==> config.mk <==
export PLATFORM = sky130hd
export DESIGN_NAME = mem_loader_flat
export DESIGN_NICKNAME = d
export VERILOG_FILES = /design/src/rtl/mem_loader_if.sv /design/src/rtl/mem_loader.sv /design/src/flat_wrapper.sv
export SDC_FILE = /design/constraint.sdc
export NUM_CORES = 1
export LEC_CHECK = 0
export CAP_MARGIN = 0
export CORE_MARGIN = 2
export CORE_UTILIZATION = 43
export CTS_CLUSTER_SIZE = 8
export DETAILED_ROUTE_END_ITERATION = 8
export PLACE_DENSITY = 0.76
export REMOVE_ABC_BUFFERS = 1
export SKIP_CTS_REPAIR_TIMING = 1
export SYNTH_ARGS = -nofsm -noshare
export SYNTH_HDL_FRONTEND = slang
export SYNTH_SLANG_ARGS = --single-unit
==> constraint.sdc <==
create_clock -name clk -period 1.3 [get_ports clk]
set_input_delay 0.325 -clock clk [delete_from_list [all_inputs] [get_ports clk]]
set_output_delay 0.325 -clock clk [all_outputs]
set_load 0.01 [all_outputs]
==> src/rtl/mem_loader_if.sv <==
// Load-side bus of mem_loader: input word stream, memory write port and status.
// MEM_LOADER_MAX_EN adds the max_value signal.
interface mem_loader_if #(
    parameter int unsigned DATA_WIDTH = 6,
    parameter int unsigned ADDR_WIDTH = 4
);
    logic                  start;
    logic                  in_valid;
    logic [DATA_WIDTH-1:0] in_data;
    logic                  in_ready;
    logic                  mem_we;
    logic [ADDR_WIDTH-1:0] mem_addr;
    logic [DATA_WIDTH-1:0] mem_wdata;
    logic [ADDR_WIDTH:0]   count;
    logic                  done;
`ifdef MEM_LOADER_MAX_EN
    logic [DATA_WIDTH-1:0] max_value;
`endif

    // master: the stream source / consumer of the write port
    modport master (
        output start, in_valid, in_data,
        input  in_ready, mem_we, mem_addr, mem_wdata, count, done
`ifdef MEM_LOADER_MAX_EN
        , input max_value
`endif
    );

    // slave: the loader itself
    modport slave (
        input  start, in_valid, in_data,
        output in_ready, mem_we, mem_addr, mem_wdata, count, done
`ifdef MEM_LOADER_MAX_EN
        , output max_value
`endif
    );
endinterface

==> src/rtl/mem_loader.sv <==
// Writes DEPTH streamed words to addresses 0..DEPTH-1 and pulses done afterwards.
// Optional MEM_LOADER_MAX_EN tracks the running maximum of accepted words.
module mem_loader #(
    parameter int unsigned DATA_WIDTH = 6,
    parameter int unsigned ADDR_WIDTH = 4,
    parameter int unsigned DEPTH      = 16
) (
    input logic         clk,
    input logic         rst,
    mem_loader_if.slave bus
);
    localparam int unsigned CW = ADDR_WIDTH + 1;
    localparam logic [CW-1:0] DepthCnt = CW'(DEPTH);

    typedef enum logic [1:0] {StIdle, StLoad, StFinish} state_e;

    state_e                state_q, state_d;
    logic                  mem_we_q, mem_we_d;
    logic [ADDR_WIDTH-1:0] addr_q, addr_d;
    logic [DATA_WIDTH-1:0] wdata_q, wdata_d;
    logic [CW-1:0]         count_q, count_d;
    logic                  done_q, done_d;
    logic                  accept;
    logic [CW-1:0]         count_inc;
`ifdef MEM_LOADER_MAX_EN
    logic [DATA_WIDTH-1:0] max_q, max_d;
`endif

    assign accept    = bus.in_valid && (state_q == StLoad);
    assign count_inc = count_q + CW'(1);

    always_comb begin
        state_d  = state_q;
        mem_we_d = 1'b0;
        addr_d   = addr_q;
        wdata_d  = wdata_q;
        count_d  = count_q;
        done_d   = 1'b0;
`ifdef MEM_LOADER_MAX_EN
        max_d    = max_q;
`endif
        unique case (state_q)
            StIdle: begin
                if (bus.start) begin
                    state_d = StLoad;
                    count_d = '0;
`ifdef MEM_LOADER_MAX_EN
                    max_d   = '0;
`endif
                end
            end
            StLoad: begin
                if (accept) begin
                    mem_we_d = 1'b1;
                    addr_d   = count_q[ADDR_WIDTH-1:0];
                    wdata_d  = bus.in_data;
                    count_d  = count_inc;
`ifdef MEM_LOADER_MAX_EN
                    if (bus.in_data > max_q) max_d = bus.in_data;
`endif
                    // Leaving LOAD here drops in_ready while the final write is on the bus.
                    if (count_inc == DepthCnt) state_d = StFinish;
                end
            end
            StFinish: begin
                done_d  = 1'b1;
                state_d = StIdle;
            end
            default: state_d = StIdle;
        endcase
    end

    always_ff @(posedge clk) begin
        if (!rst) begin
            state_q  <= StIdle;
            mem_we_q <= 1'b0;
            addr_q   <= '0;
            wdata_q  <= '0;
            count_q  <= '0;
            done_q   <= 1'b0;
`ifdef MEM_LOADER_MAX_EN
            max_q    <= '0;
`endif
        end else begin
            state_q  <= state_d;
            mem_we_q <= mem_we_d;
            addr_q   <= addr_d;
            wdata_q  <= wdata_d;
            count_q  <= count_d;
            done_q   <= done_d;
`ifdef MEM_LOADER_MAX_EN
            max_q    <= max_d;
`endif
        end
    end

    assign bus.in_ready  = (state_q == StLoad);
    assign bus.mem_we    = mem_we_q;
    assign bus.mem_addr  = addr_q;
    assign bus.mem_wdata = wdata_q;
    assign bus.count     = count_q;
    assign bus.done      = done_q;
`ifdef MEM_LOADER_MAX_EN
    assign bus.max_value = max_q;
`endif
endmodule

==> src/flat_wrapper.sv <==
// flat-port wrapper written by rule: the top's interface ports become plain ports
module mem_loader_flat 
#(
    parameter int unsigned DATA_WIDTH = 6,
    parameter int unsigned ADDR_WIDTH = 4,
    parameter int unsigned DEPTH      = 16
)
  (clk, rst, bus_start, bus_in_valid, bus_in_data, bus_in_ready, bus_mem_we, bus_mem_addr, bus_mem_wdata, bus_count, bus_done);
  mem_loader_if #(.DATA_WIDTH(DATA_WIDTH), .ADDR_WIDTH(ADDR_WIDTH)) bus_i ();
  input logic clk;
  input logic rst;
  input wire logic [$bits(bus_i.start)-1:0] bus_start;
  input wire logic [$bits(bus_i.in_valid)-1:0] bus_in_valid;
  input wire logic [$bits(bus_i.in_data)-1:0] bus_in_data;
  output wire logic [$bits(bus_i.in_ready)-1:0] bus_in_ready;
  output wire logic [$bits(bus_i.mem_we)-1:0] bus_mem_we;
  output wire logic [$bits(bus_i.mem_addr)-1:0] bus_mem_addr;
  output wire logic [$bits(bus_i.mem_wdata)-1:0] bus_mem_wdata;
  output wire logic [$bits(bus_i.count)-1:0] bus_count;
  output wire logic [$bits(bus_i.done)-1:0] bus_done;
  assign bus_i.start = bus_start;
  assign bus_i.in_valid = bus_in_valid;
  assign bus_i.in_data = bus_in_data;
  assign bus_in_ready = bus_i.in_ready;
  assign bus_mem_we = bus_i.mem_we;
  assign bus_mem_addr = bus_i.mem_addr;
  assign bus_mem_wdata = bus_i.mem_wdata;
  assign bus_count = bus_i.count;
  assign bus_done = bus_i.done;
  mem_loader #(.DATA_WIDTH(DATA_WIDTH), .ADDR_WIDTH(ADDR_WIDTH), .DEPTH(DEPTH)) u_core (.clk(clk), .rst(rst), .bus(bus_i));
endmodule
==> Yosys cells after proc, flatten, opt, wreduce, memory -nomap -nowiden <==
Index checks and enable logic that the tools add are counted.
W data, S select, Z words.
{ "op_classes": {"add_sub_neg": 1, "n_eq_ne": 6, "n_mux": 9, "n_reduce_logical": 7} }
{ "ops": {"columns": ["cell", "count"], "rows": [
  ["$mux W5", 2],
  ["$pmux W5 S2", 1],
  ["$mux W2", 3],
  ["$reduce_and A3 Y1", 2],
  ["$add A5 B1 Y5 const B", 1],
  ["$eq A5 B5 Y1 const B", 1],
  ["$ne A2 B1 Y1 const B", 2],
  ["$pmux W2 S2", 1],
  ["$reduce_and A2 Y1", 2],
  ["$eq A2 B1 Y1 const B", 1],
  ["$eq A2 B2 Y1 const B", 1],
  ["$logic_not A2 Y1", 1],
  ["$mux W1", 2],
  ["$ne A2 B2 Y1 const B", 1],
  ["$reduce_bool A2 Y1", 1],
  ["$logic_and A1 B1 Y1", 1]
]} }
{ "word_totals": {"reg_bits": 19, "in_bits": 10, "out_inout_bits": 18, "word_cells": 29} }

==> Longest topological paths before layout <==
Gate-level depths: netlist of run 1.
{ "logic_depth": {"depth_word": 5, "depth_mapped": 6, "mapped_depth_nobuf": 4} }

==> Least setup slack after synthesis of run 1 <==
OpenSTA, ideal clock, no wires.
{ "synth_path": {"kind": "register to register", "startpoint": "register u_core.count_q[0] (netlist: u_core.bus.count[0])", "endpoint": "register u_core.count_q[4] (netlist: u_core.bus.count[4])", "setup_ps": 129, "t_arrival_ps": 1120, "required_ps": 1171, "path_slack_ps": 51, "stages_incl_launch_ff": 5, "path_buffers": 0, "period_less_slack_ps": 1249, "cell_sequence": "dfxtp_1 ha_1 nand3_1 a211oi_1 a211oi_1"} }
{ "synth_between": {"elab_chain_cells": 3} }
{ "synth_lines": {"columns": ["element", "line", "rtl"], "rows": [
  ["start: declaration", "mem_loader.sv:21", "logic [CW-1:0] count_q, count_d;"],
  ["start signal: assignment", "mem_loader.sv:89", "count_q <= count_d;"],
  ["$add A5 B1 Y5", "mem_loader.sv:30", "assign count_inc = count_q + CW'(1);"],
  ["$mux W5", "mem_loader.sv:53", "if (accept) begin"],
  ["$pmux W5 S2", "mem_loader.sv:42", "unique case (state_q)"]
]} }
No other way between the ends. The select of a mux whose other input is x is not followed.
A chain may end at the register's enable or synchronous reset.

==> Final worst setup path of run 1 <==
{ "layout_path": {"startpoint": "register u_core.state_q[1]", "endpoint": "register u_core.count_q[3] (netlist: u_core.bus.count[3])"} }
{ "layout_between": {"elab_chain_cells": 4, "word_cells_on_any_way": 8, "classes_between": "3 x eq/ne; 1 x mux; 4 x reduce/logical"} }
{ "layout_lines": {"columns": ["element", "line", "rtl"], "rows": [
  ["start: declaration", "mem_loader.sv:17", "state_e state_q, state_d;"],
  ["start signal: assignment", "mem_loader.sv:75", "state_q <= StIdle;"],
  ["start signal: assignment", "mem_loader.sv:85", "state_q <= state_d;"],
  ["$eq A2 B1 Y1", "mem_loader.sv:29, mem_loader.sv:42", null],
  ["$logic_and A1 B1 Y1", "mem_loader.sv:29", "assign accept = bus.in_valid && (state_q == StLoad);"],
  ["$ne A2 B1 Y1 (no line)", null, null],
  ["$reduce_and A3 Y1 (no line)", null, null]
]} }
Several ways; a longest one is shown, not always the timed one.

==> flow_summary.json, run 1 <==
{
  "dp_hpwl_um": 1460,
  "fin_nets": 148,
  "ios": 28,
  "htreeDepth": 1,
  "syn_to_final_growth_pct": 65.3,
  "critPathCaptureType": "register",
  "cp.depth": 4,
  "drt_iter0_drc": 21,
  "die-width_um": 46.9,
  "grt_pass1_wl_um": 3130,
  "cts_buffer_depth": 2,
  "grt_util_met1_pct": 25.8,
  "pwr-share-clk_pct": 28.9,
  "finalPower_mw": 1.09,
  "num_antenna_cells": 0,
  "drtAntennaViolNets": 0,
  "path_common_cell": "a211oi_2",
  "cp.required_ns": 1.51,
  "min-delay-path-class": "reg -> reg",
  "p_leak_nw": 0.788,
  "yosys-top-cells-area": "dfxtp_1 48%, nand2_1 11%, a21oi_1 8.9%",
  "period_share_pct": 102,
  "die_y_um": 46.9,
  "comb_power_share_pct": 15.6,
  "cts-root-buf": "clkbuf_4",
  "drive_gt1_share_pct": 24.3,
  "synth_top_area_share_pct": 48.1,
  "track_usage_pct": 20.0,
  "synth_edf_count": 0,
  "tns_ns": -0.0253,
  "clk_pin_slew_ns": 0.11,
  "p_seq_share_pct": 55.4,
  "netlist_instances": 93,
  "clock_sinks": 19,
  "preCtsSetupSlack_ns": -0.342,
  "rsz0062_at_grt": "yes",
  "gr-usage-met3_pct": 3.46,
  "start_util_pct": 45.8,
  "cpMaxStageDelayCell": "dfxtp_2",
  "violations": "negative setup slack",
  "insertion_delay_ns": 0.31,
  "syn_area_um2": 791,
  "holdPathStages": 2,
  "wl_per_cell_um": 13.4,
  "cts_buffers": 3,
  "critPathMaxFanout": 11,
  "critPathArrivalTime_ns": 1.53,
  "critPathLaunchType": "register",
  "wl_um": 2160,
  "grt_overflow": 0,
  "powerDensity_nw_per_um2": 832,
  "crit_path_cell_trace": "buf_6, and3b_2, a211oi_2, a211oi_2",
  "timing.critical_path.buf_inv": 1,
  "setup_viol": 1,
  "drv_slew": 0,
  "max_stage_delay_ns": 0.37,
  "portBuffers": 27,
  "seq_area_frac_synth_pct": 48.1,
  "die_area_um2": 2200,
  "first_global_vias": 729,
  "finalHoldViolCount": 0,
  "ys_warn_count": 0,
  "cts_tree": "yes",
  "syn_avg_cell_area_um2": 8.50,
  "synth_top_flop_cell": "dfxtp_1",
  "vias_per_cell": 5.17,
  "yosysMostFrequentCell": "nand2_1",
  "clock_skew_ns": 0.00632,
  "intPower_mw": 0.810,
  "nFillCells": 132,
  "grt_max_degree": 12,
  "grt_util_met2_pct": 32.1,
  "criticalPathCategory": "reg -> reg",
  "ys_seq_elements": 19,
  "row_count": 15,
  "synthArstFlopShare_pct": 0,
  "drc": 0,
  "num_vias": 832,
  "fmax_ghz": 0.755,
  "status": "complete, but fails checks",
  "gp_congestion": 0.856,
  "finalWorstSetupSlack_ns": -0.0253,
  "crit_family": "compound AO/OA/AOI/OAI gates",
  "fin_crit_ns": 1.33,
  "maxCapViolCount": 0,
  "p_switching_mw": 0.278,
  "firstDrtPassIters": 4,
  "grt_most_used_layer": "met2",
  "ff2ff_path_depth": 4,
  "switching_share_pct": 25.5,
  "max-vdd-ir-drop_uv": 788,
  "slew_headroom_pct": 81.0,
  "antenna_found_initial": 0,
  "yosysTopAreaCell": "dfxtp_1",
  "core_um2": 1730,
  "synth.distinct_cells": 27,
  "tightest_slew_ns": 0.284,
  "synth_common_cells": "24 x nand2_1, 19 x dfxtp_1, 14 x a21oi_1",
  "r2r_setup_slack_ns": -0.03
}
==> routing by layer <==
| metal | part of all wire, % | vias up |
|---|---|---|
| met5 | 0 | - |
| met4 | 1.4 | 0 |
| met3 | 4.6 | 3 |
| met2 | 50 | 23 |
| met1 | 44 | 392 |
| li1 | - | 414 |
==> metrics by stage <==
stage	util [%]	hold slack [ns]	std cells	cell area, µm²
2_1_floorplan	-	0.448	87	751
3_3_place_gp	68.8	0.438	157	1190
3_5_place_dp	68.8	0.442	157	1190
4_1_cts	70.3	0.457	161	1210
5_1_grt	75.7	0.468	161	1310
6_report	75.7	0.454	161	1310
==> placed cells by master (no fill, tap or decap) <==
cell	synthesis	final
a211oi_1	4	1
a211oi_2	0	3
a21oi_1	14	12
a21oi_2	0	2
a41oi_1	2	2
and3_1	1	1
and3b_2	0	1
and4b_1	1	1
buf_4	2	15
buf_6	1	3
clkbuf_1	1	1
clkbuf_2	0	1
clkbuf_4	0	3
clkdlybuf4s50_1	0	8
dfxtp_1	19	16
dfxtp_2	0	3
dlymetal6s2s_1	0	18
ha_1	1	1
inv_1	1	1
mux2i_4	0	1
nand2_1	24	24
nand2b_1	1	1
nand3_1	3	3
nand3b_1	1	1
nand4_1	1	1
nand4b_1	1	1
nor2_1	2	2
nor2b_1	3	2
nor2b_2	0	1
nor3_1	1	1
nor3b_1	1	1
o21ai_1	2	2
o221a_1	1	1
o31ai_1	1	1
==> final timing paths <==
path / startpoint / endpoint
min: u_core.bus.mem_addr[3] / u_core.bus.mem_addr[3]
min reg2reg: u_core.bus.mem_addr[3] / u_core.bus.mem_addr[3]
max reg2reg: u_core.state_q[1] / u_core.bus.count[3]
max: u_core.state_q[1] / u_core.bus.count[3]
==> state kept, by name (all words and copies together) (netlist names) <==
name / cells
u_core.bus.mem_addr: 4
u_core.state_q: 2
u_core.bus.mem_wdata: 6
u_core.bus.mem_we: 1
u_core.bus.count: 5
u_core.bus.done: 1
==> power groups by stage <==
stage / Sequential [mW] / Combinational [mW] / Clock (mW)
6_report: 0.602 / 0.170 / 0.315
2_1_floorplan: 0.625 / 0.0436 / 0
3_3_place_gp: 0.615 / 0.154 / 0
5_1_grt: 0.604 / 0.183 / 0.342
3_5_place_dp: 0.616 / 0.156 / 0
4_1_cts: 0.603 / 0.157 / 0.304
==> cell type report <==
type / count / area (µm²) / share of cell area [%]
clock buffer: 4 / 26.3 / 2.01
inverter: 1 / 3.75 / 0.287
multi-input combinational: 67 / 405 / 31.0
sequential: 19 / 384 / 29.4
tap: 25 / 31.3 / 2.39
timing repair buffer: 45 / 457 / 34.9
==> worst reg2reg max path, stage by stage (launching register included) <==
cell,delay [ns]
dfxtp_2,0.37
buf_6,0.15
and3b_2,0.29
a211oi_2,0.30
a211oi_2,0.11
==> kinds of logic after synthesis <==
logic type	after synthesis	synth area share [%]
simple gates	41	25.0
compound gates	24	18.5
flops	19	48.1
buf+inv	7	5.54
mux	1	1.27
fa+ha+maj	1	1.58
Note: power is estimated with default switching activity, not from simulation.
==> inputs of run 2 (changes only) <==
GPL_ROUTABILITY_DRIVEN = 1   (was not set)
==> results of run 2 <==
The final DEF is identical to that of run 1; final timing and power are the same.
==> variant: new RTL, flow settings as in run 1 <==
`ADDR_WIDTH` is set to 4 in 3 places; all go to 5.
--- a/src/rtl/mem_loader_if.sv
+++ b/src/rtl/mem_loader_if.sv
@@ -3,5 +3,5 @@
 interface mem_loader_if #(
     parameter int unsigned DATA_WIDTH = 6,
-    parameter int unsigned ADDR_WIDTH = 4
+    parameter int unsigned ADDR_WIDTH = 5
 );
     logic                  start;
--- a/src/rtl/mem_loader.sv
+++ b/src/rtl/mem_loader.sv
@@ -3,5 +3,5 @@
 module mem_loader #(
     parameter int unsigned DATA_WIDTH = 6,
-    parameter int unsigned ADDR_WIDTH = 4,
+    parameter int unsigned ADDR_WIDTH = 5,
     parameter int unsigned DEPTH      = 16
 ) (
--- a/src/flat_wrapper.sv
+++ b/src/flat_wrapper.sv
@@ -3,5 +3,5 @@
 #(
     parameter int unsigned DATA_WIDTH = 6,
-    parameter int unsigned ADDR_WIDTH = 4,
+    parameter int unsigned ADDR_WIDTH = 5,
     parameter int unsigned DEPTH      = 16
 )
Ports: changed (resized bus_count and bus_mem_addr); port bits go from 28 to 30. No check against the original RTL was run, so the function may have changed too.
==> variant against run 1 <==
  * The flow still finishes with violations (setup timing)
  * Clock power is essentially flat
  * Non-clock buffer count rose by 2
  * Area after synthesis rose by 7.4%
  * Worst hold slack better by 1.9 ps
  * Worst setup slack better by 6.0 ps
  * Sequential cell count up 2
  * Total power rose by 3.0%
  * Design area grew 4.9%
  * Die area increased by 6.8%
  * Routed wire length up 1.1%
  * First-iteration DRC count rose by 9.5%
  * Highest routed layer unchanged
==> variant: results (changes against run 1) <==
* Number of port buffers: 29 (+7.4%)
- Proportion of layout cells with a drive suffix above 1: 22.2% (-2.0 points)
- The flow ran to the end, but the final reports show violations.
* Total global-route track usage: 19.1% (-0.93 points)
* Top cells by area, synth: dfxtp_1 49%, nand2_1 11%, a21oi_1 8.2%
- Largest fanout of any net on the critical path: 4 (-7)
* Number of setup violations in the final report: 1 (unchanged)
- Worst hold start: u_core.bus.mem_wdata[1]
* Startpoint kind of the worst setup timing path: register
- The critical path data arrival time is 1560 ps (+30 ps).
- The violation count after the first detailed-route iteration is 23 (+9.5%).
* DPL Wire Length: 1520 microns (+3.9%)
* Buffer cell driving the clock tree root: clkbuf_4
- Post-place instance area: 0.00128 sq mm (+7.5%)
* Via count normalized by instance count: 5.13 (-0.76%)
- Cell class contributing the biggest share of worst-path delay: simple AND/OR/NAND/NOR gates
* Failing checks: setup timing
- Leakage Power: 0.844 nW (+7.1%)
* Worst rel slew slack: 82.7% (+1.7 points)
- Count of distinct cell types in the synthesized netlist: 26 (-3.7%)
* Number of nets in the layout: 156 (+5.4%)
- Top cells by instance count after synthesis: 26 x nand2_1, 21 x dfxtp_1, 14 x a21oi_1
- The number of diodes came to 0 (unchanged).
* Highest-delay cell along the critical path: or4_1
- The sum of negative setup slack is -19.3 ps (+5.98 ps).
- First-pass GRT wire length: 3510 microns (+12%)
- The worst hold path belongs to the class reg -> reg.
* Clock Pin Slew Worst Setup and Hold Paths: 110 ps (about the same)
* Routed WL per cell: 12.7 microns (-4.8%)
- Pin count of the biggest net entering global routing: 13 (+1)
* Via count of the first global-routing pass: 808 (+11%)
- Fraction of the yosys area taken by sequential cells: 49.5% (+1.4 points)
* Max IR drop VDD: 673 uV (-15%)
- CP peak stage delay: 470 ps (+100 ps)
- Clock skew: 2.11 ps (-4.22 ps)
- Top flip-flop cell by instance count after synthesis: dfxtp_1
- The final RePlAce weighted congestion came to 0.833 (-2.6%).
- The final setup slack of the worst path was -19.3 ps (+5.98 ps).
## variant: cell types whose count changed in the layout (fill, tap and decap cells not counted), sizes merged, moves of 2 or more
cell and delta:
a211oi -4, a311oi +3, a31oi +2, dfxtp +2
dlymetal6s2s +2, nand2 +2, nand2b +3, nor2b -2
## variant: worst paths after layout
path	to	slack (ps)
worst max register to register	u_core.bus.count[5]	-20
worst max-delay path	u_core.bus.count[5]	-20
worst min register to register	u_core.bus.mem_wdata[1]	460
worst min-delay path	u_core.bus.mem_wdata[1]	460
## variant: worst register-to-register path, stage by stage, from the launching register on
cell,delay [ps]
dfxtp_2,340
buf_6,110
nand3b_1,150
or4_1,470
a31oi_1,180
## variant: cell type report
cell class | instances | area [sq um]
flip-flops and latches | 21 | 432
well taps | 27 | 33.8
clock inverters | 1 | 5.00
fillers | 150 | 531
clock buffers | 3 | 22.5
repair buffers | 47 | 474
inverters | 1 | 3.75
multi-input cells | 71 | 400
## variant: cell families (layout without fill, tap and decap cells)
kind of cell | count (synthesis) | count (layout) | synth area share (%)
multiplexers | 2 | 2 | 2.36
adder cells (fa/ha/maj) | 1 | 1 | 1.47
AND/OR/NAND/NOR | 43 | 43 | 24.9
AO/OA/AOI/OAI | 25 | 25 | 17.5
flip-flops | 21 | 21 | 49.5
buffers and inverters | 7 | 52 | 4.27
## variant: power breakdown
group	switching (mW)	leakage, nW	internal [mW]
Sequential	0.00797	0.173	0.653
Clock	0.199	0.0177	0.115
Combinational	0.0664	0.653	0.0783
## variant: per-stage QoR
stage          util (%)  worst slack (ps)  std cells
2_1_floorplan         -              -123         93
3_3_place_gp       67.1              -333        167
3_5_place_dp       67.1              -429        167
4_1_cts            68.6              -407        171
5_1_grt            72.1             -68.8        171
6_report           72.1             -19.3        171
## variant: layer usage
metal  vias up  wire [microns]  track usage, %
met2        29            1090            32.4
met3         7             116            3.70
met1       406             914            23.0
met4         0              58            10.0
li1        435               -               -
met5         -               0               0
